`config.mk`:
```
export PLATFORM = sky130hd
export DESIGN_NAME = fifo_wr_arbiter
export DESIGN_NICKNAME = d
export VERILOG_FILES = /design/src/rtl/fifo_wr_arbiter.sv
export SDC_FILE = /design/constraint.sdc
export NUM_CORES = 1
export LEC_CHECK = 0
export CAP_MARGIN = 20
export CORE_AREA = 2 2 57 59
export DETAILED_ROUTE_END_ITERATION = 6
export DIE_AREA = 0 0 59 61
export PLACE_DENSITY = 0.76
export SYNTH_ARGS = -nofsm -noshare
export SYNTH_HDL_FRONTEND = slang
export SYNTH_SLANG_ARGS = --single-unit
```
`constraint.sdc`:
```
create_clock -name clk -period 1.5 [get_ports clk]
set_clock_uncertainty 0.1 [all_clocks]
set_input_delay 0.225 -clock clk [delete_from_list [all_inputs] [get_ports clk]]
set_output_delay 0.225 -clock clk [all_outputs]
set_load 0.01 [all_outputs]
```
`src/rtl/fifo_wr_arbiter.sv`:
```
// -----------------------------------------------------------------------------
// fifo_wr_arbiter
//
// Round-robin arbiter that merges NUM_REQ packet streams into the write port of
// a single FIFO. Requesters compete in IDLE; the winner owns the FIFO write port
// in BURST until it sends its last beat, reaches MAX_BURST beats, or drops valid.
//
// Handshake (valid/ready), applies to every requester i:
//   - A beat transfers in a cycle where req_valid[i] && req_ready[i] are both
//     high at the rising clock edge; that same cycle drives fifo_wr_en.
//   - req_ready[i] is combinational: it is high only for the current grantee,
//     only in BURST, and only while the FIFO is not full. It does not depend
//     on req_valid[i], so a requester may look at ready before raising valid.
//   - A requester may drop req_valid at any time; doing so while granted
//     releases the grant on the next edge.
//
// Ports:
//   clk            FIFO write-side clock, all state updates on rising edge
//   rst_n          synchronous active-low reset
//   req_valid      per-requester beat valid
//   req_data       packed per-requester data, requester i at [i*DATA_WIDTH +: DATA_WIDTH]
//   req_last       per-requester end-of-packet marker
//   req_ready      per-requester beat accept (combinational)
//   fifo_full      FIFO full flag (write-clock synchronous)
//   fifo_wr_en     FIFO write enable (combinational)
//   fifo_wr_data   FIFO write data, zero when no write
//   grant_id       index of the current or most recent grantee
//   busy           high while in BURST
//   dbg_state      raw FSM state (0 = IDLE, 1 = BURST)
//   dbg_beat_cnt   beats accepted in the current/most recent burst
//   dbg_last_grant grantee of the most recently completed burst
// -----------------------------------------------------------------------------
module fifo_wr_arbiter #(
  parameter int DATA_WIDTH = 8,
  parameter int NUM_REQ    = 4,
  parameter int MAX_BURST  = 4
) (
  input  logic                               clk,
  input  logic                               rst_n,
  input  logic [NUM_REQ-1:0]                 req_valid,
  input  logic [NUM_REQ*DATA_WIDTH-1:0]      req_data,
  input  logic [NUM_REQ-1:0]                 req_last,
  output logic [NUM_REQ-1:0]                 req_ready,
  input  logic                               fifo_full,
  output logic                               fifo_wr_en,
  output logic [DATA_WIDTH-1:0]              fifo_wr_data,
  output logic [$clog2(NUM_REQ)-1:0]         grant_id,
  output logic                               busy,
  output logic                               dbg_state,
  output logic [$clog2(MAX_BURST+1)-1:0]     dbg_beat_cnt,
  output logic [$clog2(NUM_REQ)-1:0]         dbg_last_grant
);

  localparam int GW = $clog2(NUM_REQ);
  localparam int BW = $clog2(MAX_BURST + 1);

  typedef enum logic {
    ST_IDLE  = 1'b0,
    ST_BURST = 1'b1
  } state_e;

  state_e          state_q, state_d;
  logic [GW-1:0]   grant_q, grant_d;
  logic [GW-1:0]   last_grant_q, last_grant_d;
  logic [BW-1:0]   beat_cnt_q, beat_cnt_d;

  // ---------------------------------------------------------------------------
  // Round-robin search: first valid requester starting at last_grant+1.
  // ---------------------------------------------------------------------------
  logic [GW-1:0] rr_pick;
  logic          rr_found;

  always_comb begin : rr_search
    int            idx;
    logic [GW-1:0] cand;
    idx      = 0;
    cand     = '0;
    rr_pick  = last_grant_q;
    rr_found = 1'b0;
    for (int k = 1; k <= NUM_REQ; k++) begin
      idx  = (int'(last_grant_q) + k) % NUM_REQ;
      cand = GW'(idx);
      if (!rr_found && req_valid[cand]) begin
        rr_pick  = cand;
        rr_found = 1'b1;
      end
    end
  end

  // ---------------------------------------------------------------------------
  // Grantee view: valid/last/data of the requester selected by grant_q.
  // ---------------------------------------------------------------------------
  logic                  g_valid;
  logic                  g_last;
  logic [DATA_WIDTH-1:0] g_data;

  always_comb begin
    g_valid = 1'b0;
    g_last  = 1'b0;
    g_data  = '0;
    for (int i = 0; i < NUM_REQ; i++) begin
      if (grant_q == GW'(i)) begin
        g_valid = req_valid[i];
        g_last  = req_last[i];
        g_data  = req_data[i*DATA_WIDTH +: DATA_WIDTH];
      end
    end
  end

  // ---------------------------------------------------------------------------
  // Write path. rst_n gates the write so a burst interrupted by reset never
  // writes in the reset cycle itself; the requester sees ready low and keeps
  // its beat, so nothing is lost.
  // ---------------------------------------------------------------------------
  logic          in_burst;
  logic          can_write;
  logic          accept;
  logic [BW-1:0] beat_inc;
  logic          cap_hit;

  always_comb begin
    in_burst  = (state_q == ST_BURST);
    can_write = rst_n && in_burst && !fifo_full;
    accept    = can_write && g_valid;
    beat_inc  = beat_cnt_q + BW'(1);
    cap_hit   = (beat_inc == BW'(MAX_BURST));
  end

  always_comb begin
    req_ready = '0;
    for (int i = 0; i < NUM_REQ; i++) begin
      req_ready[i] = can_write && (grant_q == GW'(i));
    end
  end

  always_comb begin
    fifo_wr_en   = accept;
    fifo_wr_data = accept ? g_data : '0;
  end

  // ---------------------------------------------------------------------------
  // Next-state logic.
  //   IDLE : any valid -> latch round-robin winner, clear beat count, BURST.
  //   BURST: grantee drops valid      -> IDLE (no beat).
  //          FIFO full, grantee valid -> hold (no timeout, count holds).
  //          beat accepted            -> count; last beat or cap -> IDLE.
  // Every exit records the grantee as last_grant for the next search.
  // ---------------------------------------------------------------------------
  always_comb begin
    state_d      = state_q;
    grant_d      = grant_q;
    last_grant_d = last_grant_q;
    beat_cnt_d   = beat_cnt_q;

    unique case (state_q)
      ST_IDLE: begin
        if (rr_found) begin
          grant_d    = rr_pick;
          beat_cnt_d = '0;
          state_d    = ST_BURST;
        end
      end

      ST_BURST: begin
        if (!g_valid) begin
          state_d      = ST_IDLE;
          last_grant_d = grant_q;
        end else if (accept) begin
          beat_cnt_d = beat_inc;
          if (g_last || cap_hit) begin
            state_d      = ST_IDLE;
            last_grant_d = grant_q;
          end
        end
      end

      default: begin
        state_d = ST_IDLE;
      end
    endcase
  end

  // ---------------------------------------------------------------------------
  // State registers. last_grant resets to NUM_REQ-1 so requester 0 wins the
  // first arbitration after reset.
  // ---------------------------------------------------------------------------
  always_ff @(posedge clk) begin
    if (!rst_n) begin
      state_q      <= ST_IDLE;
      grant_q      <= '0;
      last_grant_q <= GW'(NUM_REQ - 1);
      beat_cnt_q   <= '0;
    end else begin
      state_q      <= state_d;
      grant_q      <= grant_d;
      last_grant_q <= last_grant_d;
      beat_cnt_q   <= beat_cnt_d;
    end
  end

  // ---------------------------------------------------------------------------
  // Status / debug outputs.
  // ---------------------------------------------------------------------------
  always_comb begin
    grant_id       = grant_q;
    busy           = in_burst;
    dbg_state      = state_q;
    dbg_beat_cnt   = beat_cnt_q;
    dbg_last_grant = last_grant_q;
  end

endmodule

```
==> results.env <==
AREA.GROWTH.SYNTH_TO_FINAL_PCT=117
WORSTPATHCELLLIST='mux4_2 > buf_6 > and3_4 > buf_6'
DRT_WL_TOTAL_UM=3630
POSTLAYOUTCELLAREA_SQ_UM=1930
POWER-PER-CELL-AREA_nW_PER_UM2=580
CLK_PIN_SLEW_NS=0.06
MIN_PATH_CELLS=4
HOLD_CLASS='primary input to flop'
FINAL_NET_COUNT=233
N_ANTENNA_CELL=0
DR_WL_MET3_UM=316
TIMING_WORST_SLEW_PIN_VALUE_NS=0.279
DIE-WIDTH_UM=59
GRT_FIRST_PASS_WIRELENGTH_UM=5390
DIE-AREA_SQ_UM=3600
MIN_PERIOD_OVER_PERIOD_PCT=134
INITIAL_ANTENNA_VIOLATION_COUNT=0
MET2_ROUTED_WIRELENGTH_UM=1800
TIMING.HOLD.WORST.START='fifo_full'
PLACEDINSTANCEAREA_SQ_UM=1760
CLOCK_SINK_COUNT=8
ARRIVAL_TIME_REPORTED_FOR_THE_CRITICAL_PATH_ENDPOINT_NS=1.68
DRC=0
COMB_POWER_SHARE_PCT=60.8
CLK_PATH_BUF_DEPTH=2
CRIT-REG2REG-LAUNCH='grant_id[0]$_SDFFE_PN0P_'
WORSTSKEWPAIRLATENCY_NS=0.26
REG2REG_SLACK_NS=-0.41
FINALSETUPVIOLCOUNT=19
LAYOUT_SETUP_WS_NS=-0.506
CTS_TREE='built'
WORST_PATH_MAX_DELAY_CELL='mux4_2'
POWER.SHARE.SWITCHING_PCT=32.7
DATA_REQUIRED_TIME_OF_THE_CRITICAL_PATH_NS=1.17
CRITPATHBUFINV=2
SYNTHESIS.NETS=137
DRT_ITER0_DRCS=74
GP_CONGESTION=0.738
DIE_Y_UM=61
SETUP.WORST_PATH.START_CLASS='flop'
DPL.HPWL_UM=2450
DESIGN.PORTCOUNT=65
WORSTHOLDENDPOINT='busy$_SDFF_PN0_'
POWER_SWITCHING_uW=367
SYNTHESIS.YOSYS.WARNINGS=0
OVERFLOW=0
GRT_PASS1_VIAS=1088
SEQ_AREA_FRAC_SYNTH_PCT=18.0
CP_MAX_FO=5
INITIAL_CORE_UTIL_PCT=30.1
INTERNAL_POWER_uW=754
POST_SYNTH_INST_COUNT=92
SETUP_REPAIR_AFTER_GLOBAL_ROUTING_MISSED_ITS_MARGIN='yes'
R2R-END='dbg_last_grant[0]$_SDFFE_PN1P_'
VIOLATIONS_IN_THE_FINAL_REPORTS='setup timing'
PERIOD_MINUS_SLACK_NS=2.01
HOLD_BUFFERS=0
YS_FF_LATCH=8
MAXUSEDROUTINGLAYER='met4'
YS_DOMINANT_REG_CELL='dfxtp_1'
ASYNC_RESET_FF_SHARE_PCT=0
PORT_BUFFERS=64
GRT_UTIL_ALL_LAYERS_PCT=20.2
ROUTED_WIRE_LENGTH_PER_INSTANCE_UM=16.6
SETUP_TNS_NS=-6.40
STATUS='finished with violations'
SYNTH_ENABLE_FLOP_CELLS=0
DETAIL-ROUTE-ANTENNA-NETS=0
FP-ROW-COUNT=20
WORST_SLEW_MARGIN_REL_PCT=80.9
WORST-R2R-CELL-COUNT=7
MAXIMUM_CLOCK_RATE_MHz=498
TIMING.SETUP.CRITICAL_PATH_CLASS='flop to output pin'
MAX_CAP_VIOL_COUNT=0
FIRST_PASS_ITERATION_COUNT_OF_THE_DETAILED_ROUTER=4
MAX_STAGE_DELAY_NS=0.60
AVGVIACOUNTPERCELL=5.32
HTREE_NUM_LEVELS=1
CPLARGESTDELAYFAMILY='multiplexers'
FINAL_LAYOUT_SIZE_SUFFIX_GT1_SHARE_PCT=45.7
FINAL_HOLD_VIOLATIONS=0
COUNT_OF_DIFFERENT_CELL_MASTERS_AFTER_SYNTHESIS=39
FLOORPLAN.CORE_AREA_SQ_UM=2950
FINAL_MAX_SLEW_VIOL_COUNT=0
SYNTH.CELL_AREA_SQ_UM=890
ROUTE.LAYER.MET1.WL_UM=1460
POWER_FRAC_SEQ_PCT=23.5
TIMING.CRITICAL_PATH.TO_TYPE='output pin'
IR_WORST_VDD_mV=0.412
CRITPATHMOSTFREQUENTCELL='buf_6'
CELL_CHOSEN_FOR_THE_CLOCK_ROOT='clkbuf_4'
GRT_START_MAX_NET_PINS=13
POSTSYNTHAREAPERCELL_SQ_UM=9.67
DETAILROUTE.VIA_COUNT=1166
POWER.SHARE.CLOCK_PCT=15.8
NUMCTSBUFFERS=3
STANDBY_LEAKAGE_POWER_nW=0.875
-- stage by stage --
step / total power [mW] / hold slack [ns] / setup slack (ns) / instances / util, %
after floorplan: 0.558 / 0.283 / -0.148 / 92 / -
after global placement: 0.815 / 0.399 / -0.771 / 202 / 59.6
after detailed placement: 0.830 / 0.413 / -0.786 / 202 / 59.6
after CTS: 1.12 / 0.377 / -0.496 / 217 / 64.6
after global routing: 1.19 / 0.412 / -0.544 / 219 / 65.5
final: 1.12 / 0.370 / -0.506 / 219 / 65.5
-- worst max path at each step --
stage	startpoint	end	slack, ns	cells after the start
2_1_floorplan	grant_id[0]$_SDFFE_PN0P_	dbg_beat_cnt[2]$_SDFFE_PN0P_	-0.15	6
3_3_place_gp	req_valid[3]	fifo_wr_data[2]	-0.77	4
3_5_place_dp	req_valid[3]	fifo_wr_data[7]	-0.79	4
4_1_cts	grant_id[0]$_SDFFE_PN0P_	fifo_wr_data[4]	-0.50	4
5_1_grt	grant_id[0]$_SDFFE_PN0P_	fifo_wr_data[5]	-0.54	4
6_report	grant_id[0]$_SDFFE_PN0P_	fifo_wr_data[5]	-0.51	4
-- cells in the final DEF, fill, tap and decap left out, types with 4 or more instances in the layout --
| master | n |
|---|---|
| clkdlybuf4s50_1 | 40 |
| buf_6 | 23 |
| buf_4 | 20 |
| dlygate4sd2_1 | 11 |
| and3_4 | 9 |
| mux4_2 | 6 |
| nor2_1 | 4 |
| a21oi_1 | 4 |
| nand2_1 | 4 |
| dfxtp_1 | 4 |
-- worst register-to-register path, stage by stage (launching register included) --
cell and delay (ns):
dfxtp_4 0.39, mux4_2 0.60, buf_6 0.17, buf_4 0.12, buf_6 0.12, inv_4 0.05, o31a_1 0.15, o211ai_1 0.09
-- power by group through the flow --
stage	combinational (mW)	clock (mW)	sequential [mW]
after floorplan	0.283	0	0.275
after global placement	0.550	0	0.265
after detailed placement	0.563	0	0.267
after CTS	0.673	0.181	0.264
after global routing	0.727	0.193	0.270
final	0.681	0.177	0.263
-- cell families after synthesis --
family	Yosys count	synth area share [%]
flops	8	18.0
buf+inv	13	7.88
mux	11	28.6
simple gates	33	22.6
compound gates	24	19.1
xor+xnor	1	0.985
fa+ha+maj	2	2.81
-- flip-flops by register name, summed over array words and instances, names as in the netlist --
register        flops
grant_id            2
dbg_beat_cnt        3
dbg_last_grant      2
busy                1
-- layer usage --
metal  vias to the layer above  track usage [%]
met1                       544             24.9
met4                         0             6.82
met5                         -                0
met3                         8             4.05
met2                        64             35.2
li1                        550                -
-- repair_timing --
action | CTS | global route
cloned | 1 | 0
pin swaps | 8 | 8
buffers inserted | 14 | 5
endpoints found under the hold margin | 0 | 0
resized for setup | 96 | 10
endpoints found under the setup margin | 28 | 19
-- cell type report --
type | count | area, sq um
clock buffers | 3 | 22.5
fillers | 240 | 1020
inverters | 5 | 23.8
multi-input cells | 71 | 717
flip-flops and latches | 8 | 168
well taps | 33 | 41.3
repair buffers | 99 | 961
-- cell usage after synthesis, types with 2 or more instances --
library cell | count | area share (%)
buf_6 | 2 | 2.5
o311ai_0 | 2 | 2.0
o211ai_1 | 2 | 1.7
mux4_2 | 2 | 5.1
o21ai_0 | 4 | 2.3
nand2_1 | 7 | 3.0
nand3_1 | 3 | 1.7
mux4_1 | 7 | 21
clkbuf_1 | 2 | 0.84
and3_1 | 9 | 6.3
and3b_1 | 2 | 2.0
ha_1 | 2 | 2.8
a21oi_1 | 4 | 2.3
a21boi_0 | 2 | 1.7
nor2_1 | 5 | 2.1
or2b_1 | 2 | 1.7
dfxtp_1 | 8 | 18
inv_1 | 5 | 2.1
buf_2 | 2 | 1.1
Power figures use the tool's default switching activity.
